**config.mk**
```make
export PLATFORM = sky130hd
export DESIGN_NAME = pipelined_adder
export DESIGN_NICKNAME = d
export VERILOG_FILES = /design/src/rtl/pipelined_adder.sv
export SDC_FILE = /design/constraint.sdc
export NUM_CORES = 1
export LEC_CHECK = 0
export CAP_MARGIN = 15
export CORE_MARGIN = 3
export CORE_UTILIZATION = 45
export DETAILED_ROUTE_END_ITERATION = 8
export GPL_ROUTABILITY_DRIVEN = 1
export PLACE_DENSITY = 0.66
export SYNTH_ARGS = -nofsm -noshare
export SYNTH_HDL_FRONTEND = slang
export SYNTH_SLANG_ARGS = --single-unit
```
**constraint.sdc**
```tcl
create_clock -name clk_in -period 12.47 [get_ports clk_in]
set_input_delay 1.8705 -clock clk_in [delete_from_list [all_inputs] [get_ports clk_in]]
set_output_delay 1.8705 -clock clk_in [all_outputs]
set_load 0.1 [all_outputs]
```
**src/rtl/pipelined_adder.sv**
```systemverilog
// Chunked, pipelined adder/subtractor: one CW-bit chunk per stage, carry rippled through stage registers.
// Define PIPE_ADDER_OVF_EN to produce a registered signed-overflow flag; otherwise ovf_out is tied low.
module pipelined_adder #(
  parameter int WIDTH  = 32,
  parameter int STAGES = 4
) (
  input  logic             clk_in,
  input  logic             rst_in,
  input  logic [WIDTH-1:0] a_in,
  input  logic [WIDTH-1:0] b_in,
  input  logic             sub_in,
  input  logic             cin_in,
  input  logic             valid_in,
  output logic             ready_in,
  output logic [WIDTH-1:0] c_out,
  output logic             cout_out,
  output logic             ovf_out,
  output logic             valid_out,
  input  logic             ready_out
);
  localparam int CW = WIDTH / STAGES;
  localparam int L  = STAGES - 1;

  logic adv;
  assign adv      = !valid_out || ready_out;
  assign ready_in = adv;

  for (genvar k = 0; k < STAGES; k++) begin : stg
    // Operands not yet consumed shrink by one chunk per stage; the low chunk is this stage's.
    localparam int IW = (STAGES - k) * CW;
    localparam int RW = (k + 1) * CW;

    logic [IW-1:0] a_s, b_s;
    logic          c_s, v_s;
    logic [CW:0]   sum;
    logic [RW-1:0] res_d, res_q;
    logic          cy_d, cy_q, vld_d, vld_q;

    if (k == 0) begin : g_src
      assign a_s = a_in;
      assign b_s = sub_in ? ~b_in : b_in;
      assign c_s = sub_in | cin_in;
      assign v_s = valid_in;
      always_comb res_d = adv ? sum[CW-1:0] : res_q;
    end else begin : g_src
      assign a_s = stg[k-1].g_ops.a_q;
      assign b_s = stg[k-1].g_ops.b_q;
      assign c_s = stg[k-1].cy_q;
      assign v_s = stg[k-1].vld_q;
      always_comb res_d = adv ? {sum[CW-1:0], stg[k-1].res_q} : res_q;
    end

    assign sum = {1'b0, a_s[CW-1:0]} + {1'b0, b_s[CW-1:0]} + {{CW{1'b0}}, c_s};

    always_comb begin
      vld_d = adv ? v_s : vld_q;
      cy_d  = adv ? sum[CW] : cy_q;
    end

    always_ff @(posedge clk_in or posedge rst_in) begin
      if (rst_in) begin
        vld_q <= 1'b0;
        cy_q  <= 1'b0;
        res_q <= '0;
      end else begin
        vld_q <= vld_d;
        cy_q  <= cy_d;
        res_q <= res_d;
      end
    end

    if (k < L) begin : g_ops
      logic [IW-CW-1:0] a_d, a_q, b_d, b_q;
      always_comb begin
        a_d = adv ? a_s[IW-1:CW] : a_q;
        b_d = adv ? b_s[IW-1:CW] : b_q;
      end
      always_ff @(posedge clk_in or posedge rst_in) begin
        if (rst_in) begin
          a_q <= '0;
          b_q <= '0;
        end else begin
          a_q <= a_d;
          b_q <= b_d;
        end
      end
    end
  end

  assign c_out     = stg[L].res_q;
  assign cout_out  = stg[L].cy_q;
  assign valid_out = stg[L].vld_q;

`ifdef PIPE_ADDER_OVF_EN
  // Operand sign bits ride along in the top chunk, so the last stage sees them directly.
  logic ovf_d, ovf_q;
  always_comb begin
    ovf_d = ovf_q;
    if (adv)
      ovf_d = (stg[L].a_s[CW-1] == stg[L].b_s[CW-1]) && (stg[L].sum[CW-1] != stg[L].a_s[CW-1]);
  end
  always_ff @(posedge clk_in or posedge rst_in) begin
    if (rst_in) ovf_q <= 1'b0;
    else        ovf_q <= ovf_d;
  end
  assign ovf_out = ovf_q;
`else
  assign ovf_out = 1'b0;
`endif

endmodule

```
Word level (Yosys, flattened, before mapping)
Index checks and enable logic that the tools add are counted.
{"block": "classes", "reduce_logical": 2, "n_addsub": 8, "muxes": 1, "n_bitwise": 2}
{"op": "8-bit by 8-bit adder with 9-bit output", "count": 4}
{"op": "9-bit by 1-bit adder with 9-bit output", "count": 4}
{"op": "32-bit 2-to-1 mux", "count": 1}
{"op": "32-bit inverter", "count": 1}
{"op": "1-bit zero test", "count": 1}
{"op": "1-bit logical OR", "count": 1}
{"op": "1-bit OR", "count": 1}
{"block": "totals", "reg_bits": 184, "out_inout_bits": 36, "elab_cells": 31, "in_bits": 70}

Logic depth before layout (Yosys ltp)
Gate-level depths: netlist of run 1.
{"block": "depth", "word_depth": 4, "mapped_depth": 11}

Worst setup path after synthesis of run 1
OpenSTA, ideal clock, no wires.
{"block": "synth_path", "kind": "input port to output port", "startpoint": "in ready_out", "endpoint": "out ready_in", "stages": 4, "arrival_ns": 3.144, "path_buffers": 2, "setup_slack_ns": 7.455, "path_cell_list": "nor2b_1 > clkbuf_1 > inv_2 > clkbuf_1"}
{"block": "synth_between", "elab_chain_cells": 1}
{"element": "start: declaration", "line_no": "19", "text": "input logic ready_out"}
{"element": "1-bit logical OR", "line_no": "25", "text": "assign adv = !valid_out || ready_out;"}
{"element": "end: declaration", "line_no": "14", "text": "output logic ready_in,"}
No other way between the ends.

Worst setup path after layout of run 1
Ends and elaborated chain as after synthesis.

==> results of run 1 <==
-- tightest hold or removal path, stage by stage, from the launching register on --
cell and delay, ns:
sky130_fd_sc_hd__dfrtp_1 0.34, sky130_fd_sc_hd__nand2_1 0.05, sky130_fd_sc_hd__nand2_1 0.04
-- power breakdown --
group / internal (W) / switching (W) / leakage [nW]
Combinational: 0.000408 / 0.000878 / 2.37
Clock: 0.000331 / 0.000223 / 0.295
Sequential: 0.000864 / 0.000147 / 2.22
Total: 0.00160 / 0.00125 / 4.89
-- cells in the mapped netlist (2+ instances only) --
| master | instances |
|---|---|
| sky130_fd_sc_hd__nand2_1 | 439 |
| sky130_fd_sc_hd__dfrtp_1 | 184 |
| sky130_fd_sc_hd__o21ai_0 | 61 |
| sky130_fd_sc_hd__buf_2 | 32 |
| sky130_fd_sc_hd__ha_1 | 28 |
| sky130_fd_sc_hd__xnor2_1 | 27 |
| sky130_fd_sc_hd__xor2_1 | 22 |
| sky130_fd_sc_hd__a21oi_1 | 19 |
| sky130_fd_sc_hd__clkbuf_1 | 13 |
| sky130_fd_sc_hd__nor2_1 | 13 |
| sky130_fd_sc_hd__nor3_1 | 11 |
| sky130_fd_sc_hd__a211oi_1 | 10 |
| sky130_fd_sc_hd__inv_1 | 10 |
| sky130_fd_sc_hd__fa_1 | 8 |
| sky130_fd_sc_hd__a21o_1 | 6 |
| sky130_fd_sc_hd__a31oi_1 | 4 |
| sky130_fd_sc_hd__nand2b_1 | 4 |
| sky130_fd_sc_hd__o211ai_1 | 4 |
| sky130_fd_sc_hd__o21bai_1 | 4 |
| sky130_fd_sc_hd__or3_1 | 4 |
| sky130_fd_sc_hd__nor2b_1 | 2 |
| sky130_fd_sc_hd__or2_2 | 2 |
-- logic make-up (layout without fill, tap and decap cells) --
| group | Yosys count | in the layout | synth area share, % |
|---|---|---|---|
| xor gates and xnor gates | 49 | 49 | 5.18 |
| AOI/OAI and AO/OA | 112 | 112 | 7.73 |
| other | 1 | 1 | 0.0453 |
| DFF | 184 | 184 | 55.6 |
| adders and majority gates | 36 | 36 | 6.16 |
| buffers and inverters | 57 | 153 | 3.11 |
| and+or+nand+nor | 476 | 476 | 22.2 |
-- stage by stage --
step | setup WS (ns) | utilization (%)
after CTS | 6.14 | 57.0
final | 6.15 | 57.0
after detailed placement | 6.15 | 53.5
after global routing | 6.03 | 57.0
after floorplan | 5.60 | -
after global placement | 6.15 | 53.5
-- worst paths after layout --
kind / from / slack [ns] / endpoint / cells after the start
worst max register to register: valid_out / 9.77 / c_out[27] / 6
worst min register to register: stg[1].res_q[6] / 0.46 / stg[1].res_q[6] / 2
min in group asynchronous: rst_in / 1.96 / c_out[8] / 2
worst max-delay path: ready_out / 6.15 / ready_in / 5
worst min-delay path: stg[1].res_q[6] / 0.46 / stg[1].res_q[6] / 2
max in group asynchronous: rst_in / 9.01 / c_out[28] / 3
-- state kept, by name (all words and copies together) (netlist names) --
register,count
c_out,32
stg.res_q,48
stg.g_ops.b_q,48
valid_out,1
stg.g_ops.a_q,48
stg.vld_q,3
stg.cy_q,3
cout_out,1
-- layer usage --
layer | up-vias | share of wire, % | routed length (um) | track usage (%)
li1 | 3078 | - | - | -
met3 | 11 | 3.9 | 609 | 3.98
met2 | 93 | 47 | 7400 | 27.1
met1 | 2757 | 48 | 7580 | 22.5
met5 | - | 0 | 0 | 0
met4 | 0 | 0.86 | 136 | 4.39
-- area by class of cell --
type / instances / area [um2] / area share (%)
Multi-Input combinational cell: 674 / 3430 / 34.1
Clock inverter: 11 / 145 / 1.44
Timing Repair Buffer: 110 / 1080 / 10.7
Clock buffer: 21 / 470 / 4.67
Tap cell: 225 / 282 / 2.80
Sequential cell: 184 / 4600 / 45.7
Inverter: 11 / 51.3 / 0.510
==> impl_metrics.csv, run 1 <==
group,metric,value,unit
run_status,outcome,"complete, no violations",
drt,drc,0,
synthesis,synth.cell_area,8290,um2
finish,drive_above_1_share,4.35,%
setup_path,crit_path_cell_trace,"clkdlybuf4s50_1 -> nor2b_4 -> buf_4 -> inv_4 -> clkdlybuf4s50_1",
power_and_ir_drop,cellLeakagePower,4.89,nW
setup_path,worst-path-buf-inv,4,
sta,setup_tns,0,ns
synthesis,number_of_nets_in_the_synthesized_netlist,1021,
clock_tree,cts_num_sinks,184,
die,floorplan.initialDensity,46.9,%
setup_path,worst_path_arrival,4.45,ns
run,max_cap_violations,0,
global_routing,grt_antenna_before_repair,0,
power_and_ir_drop,design_power_total,0.00285,W
drt,per_cell_routed_wire_length,12.7,um
place,placed_area,9450,um2
finish,final-instance-count-excl-fill,1236,
drt,antenna_left,0,
synthesis,synth_area_leaders,"sky130_fd_sc_hd__dfrtp_1 56%, sky130_fd_sc_hd__nand2_1 20%, sky130_fd_sc_hd__ha_1 4.2%",
finish,layout.cells.most_common,"sky130_fd_sc_hd__nand2_1",
finish,most-common-layout-cells,"439 x sky130_fd_sc_hd__nand2_1, 184 x sky130_fd_sc_hd__dfrtp_1, 103 x sky130_fd_sc_hd__clkdlybuf4s50_1, 61 x sky130_fd_sc_hd__o21ai_0, 28 x sky130_fd_sc_hd__ha_1",
synthesis,number_of_distinct_standard_cells_referenced_by_the_synthesized_netlist,30,
drt,via_count,5939,
synthesis,synth-edff-count,0,
drt,drt_iter0_markers,311,
sta,slew-limit-headroom,30.8,%
finish,num_antenna_cells,0,
setup_path,critPathSlowestCell,"sky130_fd_sc_hd__clkdlybuf4s50_1",
die,core.rowCount,48,
sta,final_worst_path_period_need,6.32,ns
clock_tree,clockRootBuffer,"sky130_fd_sc_hd__clkbuf_16",
setup_path,setup.worst_path.start_class,"primary input",
place,portBuffers,104,
drt,finalWirelength,15700,um
global_routing,grt_first_pass_wirelength,27400,um
power_and_ir_drop,cellPowerDensity,283,nW/um2
drt,viasPerCell,4.81,
sta,setup_violations,0,
place,post-dp-hpwl,10200,um
synthesis,netlist.top_cell.by_area,"sky130_fd_sc_hd__dfrtp_1",
clock_tree,cts_tree,"yes",
sta,timing_worst_slew_pin_value,1.04,ns
synthesis,avg_cell_area_syn,9.06,um2
synthesis,yosys_most_used_dff,"sky130_fd_sc_hd__dfrtp_1",
synthesis,synthesized_instance_count,915,
sta,fmaxAchievable,0.158,GHz
drt,drtPass1Iterations,4,
clock_tree,clock_latency,0.43,ns
die,floorplan.die.height,142,um
finish,fillerInstances,1622,
setup_path,timing.critical_path.mode_cell,"sky130_fd_sc_hd__clkdlybuf4s50_1",
clock_tree,cts.reportedPaths.clkPinSlew,0.07,ns
setup_path,path_max_fanout,54,
sta,final.setup_skew,0.00944,ns
clock_tree,total_clock_buffers_created_by_cts,17,
place,globalplace.congestion,0.788,
synthesis,share_of_the_synthesized_area_in_the_top_cell_type,55.6,%
setup_path,wp_data_required,10.60,ns
synthesis,synth_seq_area_share,55.6,%
global_routing,grt_start_max_net_pins,112,
synthesis,synth-warning-count,0,
place,dpl.cell_count,1204,
finish,syn_to_final_growth,21.5,%
setup_path,critical_path.max_stage_delay,1.24,ns
die,ioPinCount,106,
clock_tree,post-cts-setup-buffer-count,0,
die,floorplan.die_area,20100,um2
power_and_ir_drop,worst_ir_drop_vdd,0.236,mV
global_routing,vias_in_the_first_global_route,5914,
sta,period_share,50.7,%
sta,rsz_0062_raised_after_global_routing,"no",
sta,final_hold_viol_count,0,
finish,finish.instance_area,10100,um2
sta,finalMaxSlewViolations,0,
die,core,17700,um2
setup_path,cpLargestDelayFamily,"buffers and inverters",
setup_path,worstSetupEndpointType,"primary output",
hold_path,min_path_type,"reg -> reg",
sta,finalHoldWorstSlack,0.465,ns
setup_path,worst-setup-path-type,"in -> out",
clock_tree,count_of_h_tree_levels_built_during_cts,4,
synthesis,ys_seq_elements,184,
die,chipWidth,142,um
synthesis,proportion_of_register_bits_with_asynchronous_set_or_reset_after_synthesis,100,%
clock_tree,cts_buffer_depth,2,
global_routing,grt_util_all_layers,16.6,%
clock_tree,cts_repair_resize_count,0,
global_routing,gr-total-overflow,0,
finish,final_net_count,1104,
clock_tree,post_cts_hold_buffer_count,0,
(Power assumes the default switching activity.)
==> run 2, diff against run 1 <==
==> constraint.sdc (replaced) <==
create_clock -name clk_in -period 6.5 [get_ports clk_in]
set_input_delay 0.975 -clock clk_in [delete_from_list [all_inputs] [get_ports clk_in]]
set_output_delay 0.975 -clock clk_in [all_outputs]
set_load 0.1 [all_outputs]
==> run 2 against run 1 <==
Against the previous run: critical path depth decreased by 1; register-to-register slack lost 5.9 ns; critical endpoint unchanged; clock skew rose by 0.0014 ns; non-clock buffer count is the same; routed wire length grew 0.93%; sequential share of layout area is essentially flat; clock-buffer cell count rose by 1; flip-flop and latch count is the same; sequential power increased by 92%.
==> impl_metrics.csv, run 2 (same netlist as run 1, synthesis figures left out) <==
group,metric,value,unit
run_status,outcome,"complete, no violations",
drt,drtPass1Iterations,4,
die,floorplan.initialDensity,46.9,%
place,globalplace.congestion,0.781,
sta,finalMaxSlewViolations,0,
die,core.rowCount,48,
setup_path,worst_path_arrival,3.23,ns
drt,via_count,5949,
setup_path,wp_data_required,5.52,ns
clock_tree,cts_buffer_depth,2,
sta,final_worst_path_period_need,4.21,ns
sta,setup_violations,0,
setup_path,worst-setup-path-type,"in -> out",
finish,largest_registers,"stg.g_ops.a_q (48), stg.g_ops.b_q (48), stg.res_q (48)",
finish,final_net_count,1104,
drt,antenna_left,0,
sta,final_hold_viol_count,0,
drt,viasPerCell,4.82,
sta,timing_worst_slew_pin_value,1.02,ns
sta,period_share,64.7,%
finish,drive_above_1_share,3.87,%
clock_tree,clockRootBuffer,"sky130_fd_sc_hd__clkbuf_16",
sta,rsz_0062_raised_after_global_routing,"no",
setup_path,worstSetupEndpointType,"primary output",
global_routing,vias_in_the_first_global_route,5591,
sta,finalHoldWorstSlack,0.463,ns
drt,drc,0,
clock_tree,cts_tree,"yes",
drt,detail_route.wirelength.met1,7950,um
sta,slew-limit-headroom,32.1,%
clock_tree,cts_num_sinks,184,
setup_path,r2r_slack,3.90,ns
clock_tree,clock_latency,0.42,ns
drt,finalWirelength,15900,um
finish,layout.cells.most_common,"sky130_fd_sc_hd__nand2_1",
place,post-dp-hpwl,10000,um
sta,fmaxAchievable,0.238,GHz
clock_tree,total_clock_buffers_created_by_cts,17,
run,max_cap_violations,0,
power_and_ir_drop,cellLeakagePower,4.90,nW
hold_path,holdPathStages,2,
sta,final.setup_skew,0.0109,ns
clock_tree,cts_repair_resize_count,0,
power_and_ir_drop,cellPowerDensity,548,nW/um2
drt,per_cell_routed_wire_length,12.9,um
die,core,17700,um2
hold_path,min_path_type,"reg -> reg",
place,dpl.cell_count,1204,
clock_tree,cts.reportedPaths.clkPinSlew,0.06,ns
finish,finalCoreUtilization,57.1,%
finish,syn_to_final_growth,21.6,%
drt,met2_routed_wirelength,7150,um
global_routing,grt_first_pass_wirelength,27400,um
drt,met3_length,624,um
global_routing,gr-total-overflow,0,
clock_tree,post_cts_hold_buffer_count,0,
drt,drt_iter0_markers,323,
die,floorplan.die.height,142,um
die,chipWidth,142,um
setup_path,path_max_fanout,38,
global_routing,grt_util_all_layers,16.7,%
clock_tree,count_of_h_tree_levels_built_during_cts,4,
setup_path,timing.reg2reg.worst_path_depth,6,
die,floorplan.die_area,20100,um2
clock_tree,post-cts-setup-buffer-count,0,
finish,most-common-layout-cells,"439 x sky130_fd_sc_hd__nand2_1, 184 x sky130_fd_sc_hd__dfrtp_1, 103 x sky130_fd_sc_hd__clkdlybuf4s50_1, 61 x sky130_fd_sc_hd__o21ai_0, 28 x sky130_fd_sc_hd__ha_1",
setup_path,setup.worst_path.start_class,"primary input",
place,portBuffers,104,
power_and_ir_drop,design_power_total,0.00552,W
die,ioPinCount,106,
global_routing,grt_start_max_net_pins,128,
global_routing,grt_antenna_before_repair,0,
finish,num_antenna_cells,0,
power_and_ir_drop,worst_ir_drop_vdd,0.462,mV
sta,setup_tns,0,ns
finish,final-instance-count-excl-fill,1234,
drt,topRoutingLayerUsed,"met4",
==> run 2: cell types whose count changed in the layout (fill, tap and decap cells not counted), sizes merged <==
| cell | change |
|---|---|
| clkinv | -2 |
| clkinvlp | -3 |
| bufinv | +2 |
| clkbuf | +1 |
==> run 2: layout make-up <==
class                      instances  area [um2]
clock buffer                      22         454
clock inverter                     8         169
timing repair buffer             110        1080
multi-input combinational        674        3430
fill                            1628        7580
tap                              225         282
sequential                       184        4600
inverter                          11        51.3
==> run 2: stage by stage <==
stage / setup slack, ns / area [um2]
2_1_floorplan: 0.525 / 8290
3_3_place_gp: 2.29 / 9450
3_5_place_dp: 2.31 / 9450
4_1_cts: 2.27 / 10100
5_1_grt: 2.19 / 10100
6_report: 2.29 / 10100
==> run 2: metal layers <==
layer / GRT usage [%] / up-vias
met5: 0 / -
met4: 4.14 / 0
met3: 4.11 / 10
met2: 24.9 / 96
met1: 24.8 / 2779
li1: - / 3064
==> run 2: power by group <==
group	switching (W)	leakage, nW	total, W	internal (W)
clock	0.000414	0.304	0.00110	0.000689
combinational	0.00169	2.37	0.00247	0.000786
sequential	0.000282	2.22	0.00194	0.00166
==> run 2: path summary, 6_finish.rpt <==
check / to / startpoint
max reg2reg: c_out[27] / valid_out
max in group asynchronous: stg[1].g_ops.a_q[14] / rst_in
min in group asynchronous: c_out[9] / rst_in
max: ready_in / ready_out
min: c_out[4] / c_out[4]
min reg2reg: c_out[4] / c_out[4]
==> run 2: critical path, cell delays in order <==
cell	delay (ns)
sky130_fd_sc_hd__clkdlybuf4s50_1	0.45
sky130_fd_sc_hd__nor2b_4	0.74
sky130_fd_sc_hd__inv_4	0.04
sky130_fd_sc_hd__clkdlybuf4s50_1	0.99
==> run 3, diff against run 2 <==
==> constraint.sdc (replaced) <==
create_clock -name clk_in -period 4.3 [get_ports clk_in]
set_input_delay 0.645 -clock clk_in [delete_from_list [all_inputs] [get_ports clk_in]]
set_output_delay 0.645 -clock clk_in [all_outputs]
set_load 0.1 [all_outputs]
==> run 3 against run 2 <==
Against the previous run: clock-buffer cell count fell by 4; non-clock buffer count shrank 1; register-to-register slack worse by 1.9 ns; clock skew up 0.00080 ns; sequential share of layout area is 0.26 points lower; worst hold slack worse by 0.0047 ns; setup slack got worse by 0.68 ns; global-route usage up 0.26 points; critical path depth is 6 higher; flip-flop and latch count did not move; critical path type is now in -> reg.
==> impl_metrics.csv, run 3 (same netlist as run 1, synthesis figures left out) <==
group,metric,value,unit
global_routing,gr-total-overflow,0,
setup_path,wp_data_required,4.60,ns
place,portBuffers,104,
sta,rsz_0062_raised_after_global_routing,"no",
power_and_ir_drop,worst_ir_drop_vdd,0.895,mV
global_routing,vias_in_the_first_global_route,5875,
die,core,17700,um2
setup_path,worst-path-buf-inv,2,
global_routing,grt_antenna_before_repair,1,
finish,final_net_count,1103,
sta,slew-limit-headroom,32.9,%
drt,via_count,5961,
setup_path,crit_path_cell_trace,"clkdlybuf4s50_1 -> or2_2 -> fa_1 -> inv_1 -> fa_1 -> nor2b_4 -> o31a_1 -> o311a_1 -> o21ai_0 -> a31oi_1",
setup_path,worst-setup-path-type,"in -> reg",
die,core.rowCount,48,
global_routing,grt_first_pass_wirelength,28100,um
setup_path,critical_path.max_stage_delay,0.42,ns
die,chipWidth,142,um
drt,per_cell_routed_wire_length,13.1,um
clock_tree,cts.reportedPaths.clkPinSlew,0.07,ns
drt,drc,0,
sta,timing_worst_slew_pin_value,1.00,ns
finish,largest_registers,"stg.g_ops.a_q (48), stg.g_ops.b_q (48), stg.res_q (48)",
sta,period_share,62.6,%
run_status,outcome,"complete, no violations",
clock_tree,cts_repair_resize_count,0,
global_routing,grt_start_max_net_pins,222,
place,globalplace.congestion,0.797,
drt,drt_iter0_markers,371,
clock_tree,count_of_h_tree_levels_built_during_cts,4,
sta,final.setup_skew,0.0117,ns
finish,fillerInstances,1618,
hold_path,min_path_type,"reg -> reg",
power_and_ir_drop,cellLeakagePower,4.91,nW
sta,layout_setup_ws,1.61,ns
place,dpl.cell_count,1203,
run,max_cap_violations,0,
clock_tree,cts_num_sinks,184,
clock_tree,post_cts_hold_buffer_count,0,
setup_path,timing.critical_path.mode_cell,"sky130_fd_sc_hd__fa_1",
finish,final-instance-count-excl-fill,1234,
clock_tree,clock_latency,0.43,ns
drt,finalWirelength,16200,um
finish,drive_above_1_share,4.26,%
sta,final_worst_path_period_need,2.69,ns
drt,viasPerCell,4.83,
setup_path,worstSetupEndpointType,"register",
die,floorplan.die_area,20100,um2
clock_tree,cts_buffer_depth,2,
setup_path,cpLargestDelayFamily,"compound AO/OA/AOI/OAI gates",
finish,num_antenna_cells,0,
sta,finalMaxSlewViolations,0,
power_and_ir_drop,design_power_total,0.00838,W
clock_tree,total_clock_buffers_created_by_cts,17,
sta,fmaxAchievable,0.372,GHz
global_routing,grt_util_all_layers,17.0,%
place,dp_slack,1.17,ns
clock_tree,post-cts-setup-buffer-count,0,
sta,setup_tns,0,ns
sta,setup_violations,0,
finish,layout.cells.most_common,"sky130_fd_sc_hd__nand2_1",
die,floorplan.die.height,142,um
drt,drtPass1Iterations,4,
power_and_ir_drop,cellPowerDensity,827,nW/um2
clock_tree,cts_tree,"yes",
die,ioPinCount,106,
clock_tree,clockRootBuffer,"sky130_fd_sc_hd__clkbuf_16",
drt,antenna_left,0,
finish,syn_to_final_growth,22.3,%
setup_path,setup.worst_path.start_class,"primary input",
finish,multiInputGateArea,3430,um2
place,post-dp-hpwl,10300,um
finish,most-common-layout-cells,"439 x sky130_fd_sc_hd__nand2_1, 184 x sky130_fd_sc_hd__dfrtp_1, 102 x sky130_fd_sc_hd__clkdlybuf4s50_1, 61 x sky130_fd_sc_hd__o21ai_0, 28 x sky130_fd_sc_hd__ha_1",
setup_path,r2r_slack,1.96,ns
die,floorplan.initialDensity,46.9,%
setup_path,critPathSlowestCell,"sky130_fd_sc_hd__fa_1",
setup_path,worst_path_arrival,2.99,ns
sta,final_hold_viol_count,0,
finish,seq_area,4600,um2
setup_path,path_max_fanout,3,
## run 3: changes by cell type in the layout (fill, tap and decap cells not counted), sizes merged
cell	previous run	this run
clkinvlp	0	3
clkdlybuf4s50	103	102
clkinv	2	5
clkbuf	22	18
inv	12	11
## run 3: routing by layer
| metal | GRT usage, % | share of wire (%) | wire, um | vias up |
|---|---|---|---|---|
| met1 | 23.6 | 48 | 7760 | 2780 |
| met2 | 26.7 | 47 | 7600 | 85 |
| met4 | 4.80 | 1.2 | 193 | 2 |
| met3 | 4.31 | 3.7 | 604 | 18 |
| met5 | 0 | 0.080 | 13 | - |
| li1 | - | - | - | 3076 |
## run 3: area by class of cell
| class | count | area share, % |
|---|---|---|
| repair buffers | 109 | 11.2 |
| inverters | 11 | 0.469 |
| multi-input cells | 674 | 33.9 |
| clock inverters | 13 | 2.00 |
| flip-flops and latches | 184 | 45.4 |
| clock buffers | 18 | 4.24 |
| well taps | 225 | 2.78 |
## run 3: stage by stage
step	hold WS, ns	util (%)	instance area, um2
global route	0.486	57.4	10100
finish	0.458	57.4	10100
global placement	0.442	53.8	9500
CTS	0.462	57.4	10100
floorplan	0.430	-	8290
detailed placement	0.447	53.8	9500
## run 3: path summary, 6_finish.rpt
kind	startpoint	endpoint	cells past startpoint
setup / recovery	cin_in	stg[0].cy_q	10
hold / removal	stg[2].vld_q	stg[2].vld_q	2
setup reg to reg	stg[2].g_ops.b_q[0]	c_out[30]	7
hold reg to reg	stg[2].vld_q	stg[2].vld_q	2
max in group asynchronous	rst_in	stg[1].g_ops.a_q[5]	3
min in group asynchronous	rst_in	c_out[6]	2
## run 3: worst min-delay path, delay by kind of cell (launching register included)
family | cells | cell delay [ns]
flops | 1 | 0.33
simple gates | 2 | 0.10
## run 3: power by group
part	switching, W	internal (W)
Sequential	0.000429	0.00250
Combinational	0.00257	0.00120
Clock	0.000643	0.00103
